==> src/rtl/dec_pkg.sv <==
// Shared encodings for the decode/scan block: request modes and controller states.
// Latency: none (types and constants only).
// Backpressure: not applicable.
package dec_pkg;

   // Request mode carried on the 2-bit mode input.
   typedef enum logic [1:0] {
      MODE_DECODE = 2'b00,
      MODE_SCAN   = 2'b01,
      MODE_THERMO = 2'b10,
      MODE_RSVD   = 2'b11
   } mode_t;

   // Controller state: idle accepts requests, scan runs a sweep.
   typedef enum logic {
      ST_IDLE = 1'b0,
      ST_SCAN = 1'b1
   } state_t;

endpackage

==> src/rtl/dec_core.sv <==
// Index to one-hot converter: bit idx of onehot is set, all others clear.
// Latency: combinational, zero cycles.
// Backpressure: none; pure function of idx.
module dec_core #(
   parameter int N = 3
) (
   input  logic [N-1:0]      idx,
   output logic [(2**N)-1:0] onehot
);

   localparam int M = 2**N;

   // A single set bit shifted into place by the index.
   assign onehot = {{(M-1){1'b0}}, 1'b1} << idx;

endmodule

==> src/rtl/dec_scan_nx2n.sv <==
// N-to-2^N decoder with one-shot DECODE/THERMO codes and a multi-cycle one-hot SCAN sweep.
// Latency: one cycle from acceptance to the first registered code; a sweep lasts 2^N enabled cycles.
// Backpressure: in_ready drops for the whole sweep; en low stalls the sweep without losing position.
module dec_scan_nx2n
   import dec_pkg::*;
#(
   parameter int N = 3
) (
   input  logic                 clk,
   input  logic                 rst,
   input  logic                 in_valid,
   output logic                 in_ready,
   input  logic [N-1:0]         in_sel,
   input  logic [1:0]           mode,
   input  logic                 en,
   output logic [(2**N)-1:0]    out,
   output logic                 out_valid,
   output logic                 busy,
   output logic                 err
);

   localparam int M = 2**N;
   // Sweep length expressed in the N+1 bit counter width (only the top bit set).
   localparam logic [N:0] M_CNT   = {1'b1, {N{1'b0}}};
   localparam logic [N:0] CNT_ONE = {{N{1'b0}}, 1'b1};

   state_t         state, state_nxt;
   logic [M-1:0]   out_nxt;
   logic           ov_nxt, busy_nxt, err_nxt;
   logic [N-1:0]   pos, pos_nxt;
   logic [N:0]     cnt, cnt_nxt;
   logic [N-1:0]   core_idx;
   logic [M-1:0]   oh;
   logic [M-1:0]   therm;

   // During a sweep the converter looks one position ahead (wrapping by N-bit overflow);
   // in idle it converts the incoming select.
   assign core_idx = (state == ST_SCAN) ? pos + 1'b1 : in_sel;

   dec_core #(.N(N)) u_core (
      .idx    (core_idx),
      .onehot (oh)
   );

   // Thermometer: the set bit plus every bit below it.
   assign therm = oh | (oh - 1'b1);

   assign in_ready = (state == ST_IDLE);

   // Next-state and next-output logic for the idle/scan controller.
   always_comb begin
      state_nxt = state;
      out_nxt   = out;
      ov_nxt    = 1'b0;
      busy_nxt  = busy;
      err_nxt   = 1'b0;
      pos_nxt   = pos;
      cnt_nxt   = cnt;
      case (state)
         ST_IDLE: begin
            busy_nxt = 1'b0;
            if (in_valid) begin
               case (mode_t'(mode))
                  MODE_DECODE: begin
                     out_nxt = oh;
                     ov_nxt  = 1'b1;
                  end
                  MODE_THERMO: begin
                     out_nxt = therm;
                     ov_nxt  = 1'b1;
                  end
                  MODE_SCAN: begin
                     out_nxt   = oh;
                     ov_nxt    = 1'b1;
                     busy_nxt  = 1'b1;
                     pos_nxt   = in_sel;
                     cnt_nxt   = CNT_ONE;
                     state_nxt = ST_SCAN;
                  end
                  default: begin
                     out_nxt = '0;
                     err_nxt = 1'b1;
                  end
               endcase
            end
         end
         ST_SCAN: begin
            ov_nxt = 1'b1;
            if (en) begin
               if (cnt == M_CNT) begin
                  // Last position has been shown: leave out holding it.
                  state_nxt = ST_IDLE;
                  busy_nxt  = 1'b0;
                  ov_nxt    = 1'b0;
                  cnt_nxt   = '0;
               end else begin
                  pos_nxt = pos + 1'b1;
                  out_nxt = oh;
                  cnt_nxt = cnt + 1'b1;
               end
            end
         end
         default: begin
            state_nxt = ST_IDLE;
            busy_nxt  = 1'b0;
         end
      endcase
   end

   // State and output registers; reset wins over any acceptance or sweep step.
   always_ff @(posedge clk) begin
      if (rst) begin
         state     <= ST_IDLE;
         out       <= '0;
         out_valid <= 1'b0;
         busy      <= 1'b0;
         err       <= 1'b0;
         pos       <= '0;
         cnt       <= '0;
      end else begin
         state     <= state_nxt;
         out       <= out_nxt;
         out_valid <= ov_nxt;
         busy      <= busy_nxt;
         err       <= err_nxt;
         pos       <= pos_nxt;
         cnt       <= cnt_nxt;
      end
   end

endmodule

==> config.mk <==
export PLATFORM = sky130hd
export DESIGN_NAME = dec_scan_nx2n
export DESIGN_NICKNAME = d
export VERILOG_FILES = /design/src/rtl/dec_pkg.sv /design/src/rtl/dec_core.sv /design/src/rtl/dec_scan_nx2n.sv
export SDC_FILE = /design/constraint.sdc
export NUM_CORES = 1
export LEC_CHECK = 0
export ABC_AREA = 1
export BUFFER_PORTS_ARGS = -buffer_cell sky130_fd_sc_hd__buf_2
export CELL_PAD_IN_SITES_DETAIL_PLACEMENT = 1
export CELL_PAD_IN_SITES_GLOBAL_PLACEMENT = 2
export CORE_UTILIZATION = 26
export CTS_CLUSTER_SIZE = 10
export DETAILED_ROUTE_END_ITERATION = 10
export PLACE_DENSITY_LB_ADDON = 0.1
export SYNTH_ARGS = -nofsm -noshare
export SYNTH_HDL_FRONTEND = slang
export SYNTH_HIERARCHICAL = 1
export SYNTH_SLANG_ARGS = --single-unit
==> constraint.sdc <==
create_clock -name clk -period 1.75 [get_ports clk]
set_clock_uncertainty 0.05 [all_clocks]
set_input_delay 0.0875 -clock clk [delete_from_list [all_inputs] [get_ports clk]]
set_output_delay 0.0875 -clock clk [all_outputs]
set_load 0.02 [all_outputs]
==> metrics.yaml <==
synth_area_leaders: "dfxtp_1, nand2_1, a21oi_1"
fin_tns_setup_ps: -11.95
via_count: 1054
slew_headroom_pct: 78.82
hold_viol_final: 0
final_cells: 229
diodes: 0
crit_type: "flop to flop"
synth_most_common_cell: "nand2_1"
ir_drop_uv: 283.2
setup_viol: 1
root_buffer: "clkbuf_8"
startpoint_type: "flop"
synth_compound_area_share_pct: 14.48
cts.htree.levels: 1
cts_sinks: 19
layout-drive-gt1-share_pct: 38.67
async_flop_share_pct: 0
switchingPower_uw: 335.0
postRouteAntennaNets: 0
hp-start: "mode[1]"
cts_buffers: 3
drtIter0Drc: 19
critPathCaptureType: "flop"
die_x_um: 64.09
track_usage_pct: 14.95
min_path_cells: 3
finalWirelength_um: 2697
yosys.area.top_type_share_pct: 37.95
ioPinCount: 21
netlist_area_um2: 1002
p_comb_share_pct: 25.6
status: "complete, but fails checks"
worstHoldEndpoint: "err"
io_buffer_count: 20
grt_max_degree: 16
clk_pin_slew_worst_paths_ps: 80
place_inst: 221
via_per_inst: 4.603
slew_violations: 0
overflow: 0
die_area_um2: 4107
period_share_pct: 100.7
syn_area_per_cell_um2: 6.912
ys_types: 25
cp.required_ps: 1900
yosysWarnings: 6
seqPwrFrac_pct: 44.2
clk_latency_ps: 260
fin_ws_ps: -11.95
drc: 0
fmax_ghz: 0.5676
p_int_uw: 725.2
dpl-instance-area_um2: 1226
wire_per_inst_um: 11.78
start_util_pct: 27.17
synth-xor-area-share_pct: 0.8739
drtPass1Iterations: 2
core_area_um2: 3689
power.share.switching_pct: 31.59
r2r_slack_ps: -10
grt_pass1_vias: 1129
synth_edf_count: 0
r2r-start: "pos[1]"
worst_ep_arrival_time_ps: 1910
yosys-top-cells-count: "nand2_1, dfxtp_1, nor2_1"
synthSimpleGateAreaFrac_pct: 36.33
violations: "setup timing"
r2r-end: "out[7]"
worst_pin_slew_ps: 317.6
p_per_area_nw_per_um2: 762.7
area_growth_syn_to_layout_pct: 38.70
synth_cells: 145
synth_top_family_by_area: "simple AND/OR/NAND/NOR gates"
dp_hpwl_um: 2072
yosys.area.top_type: "dfxtp_1"
rsz0062_at_grt: "yes"
min_path_type: "input pin to flop"
clock_path_buffers: 2
synthMuxAreaShare_pct: 0
path_max_fanout: 4
syn-num-nets: 157
pre_cts_slack_ps: -118.7
maxCapViolations: 0
yosys_register_bits: 19
num_rows: 22
p_leak_uw: 0.0006321
yosys_most_used_dff: "dfxtp_1"
cts_tree: "yes"
fin_crit_ps: 1762
final_area_um2: 1390
gp_congestion: 0.7790
die_y_um: 64.09
r2r.worst_path.cells: 10
grt_pass1_wl_um: 4788
clkPwrFrac_pct: 30.2
ys_seq_area_share_pct: 37.95
fin_nets: 194
synth-adder-area-share_pct: 3.745
antenna_found_initial: 0
## state kept, by name, indices dropped and copies added (netlist names)
name / flops
err: 1
busy: 1
out: 8
cnt: 4
pos: 3
out_valid: 1
state: 1
## worst max path at each step
stage | depth (start not counted) | slack [ps] | endpoint | start
final | 10 | -10 | out[7] | pos[1]
after detailed placement | 10 | -120 | out[7] | pos[0]
after global placement | 10 | 2 | out[7] | pos[0]
after global routing | 10 | -150 | out[7] | pos[1]
after CTS | 11 | -20 | out[7] | pos[0]
after floorplan | 9 | 20 | out[6] | pos[0]
## per-layer routing
metal	track usage (%)	vias to the layer above	part of all wire, %
met1	18.04	497	49
met2	26.33	16	46
met3	2.679	4	3.0
met5	0	-	0
met4	5.114	0	1.0
li1	-	537	-
## cell type report
type	count	area, µm²
multi-input cells	109	634.4
flip-flops and latches	19	384.1
clock buffers	4	45.04
repair buffers	33	201.4
inverters	16	65.06
fillers	490	2298
well taps	48	60.06
## cells by family (layout without fill, tap and decap cells)
kind of cell,Yosys count,in the layout
DFF,19,19
xor gates and xnor gates,1,1
adders and majority gates,3,3
buffers and inverters,17,53
AOI/OAI and AO/OA,26,26
and+or+nand+nor,79,79
## repair_timing
action | in CTS | in global routing
setup buffers | 0 | 4
hold buffers | 0 | 0
gates resized for setup | 2 | 27
gates cloned | 0 | 0
pin swaps | 0 | 13
setup endpoints to repair | 6 | 8
## placed cells by master (no fill, tap or decap), types with 3 or more instances in the layout
cell      count
nor2_1       10
nand2_1      37
a21oi_1      14
o21ai_2       3
buf_4        12
nor2_2        5
nand2_2       7
clkbuf_8      3
dfxtp_1      16
dfxtp_2       3
nand3_1       9
buf_2        20
inv_1        13
nor2_4        3
o21ai_1       3
## metrics by stage
| stage | util, % | power (µW) | hold slack, ps |
|---|---|---|---|
| 2_1_floorplan | - | 626.8 | 106.6 |
| 3_3_place_gp | 33.24 | 706.7 | 312.4 |
| 3_5_place_dp | 33.24 | 711.1 | 326.6 |
| 4_1_cts | 34.57 | 1031 | 48.79 |
| 5_1_grt | 37.69 | 1122 | 50.55 |
| 6_report | 37.69 | 1060 | 53.05 |
## power by group through the flow
stage          Clock, µW  Combinational (µW)  Sequential [µW]
4_1_cts              327                 236              468
6_report             320                 271              469
3_3_place_gp           0                 230              477
2_1_floorplan          0                 128              499
5_1_grt              344                 305              473
3_5_place_dp           0                 233              478
## critical path: stages, from the launching register on
cell      delay, ps
dfxtp_2         340
ha_4            160
xnor2_2         130
o21ai_2         260
nor2_2           60
nor2_1          140
buf_4           140
nand3_2          60
o21bai_1        140
nand2_1          80
a21oi_2         130
(Power assumes the default switching activity.)
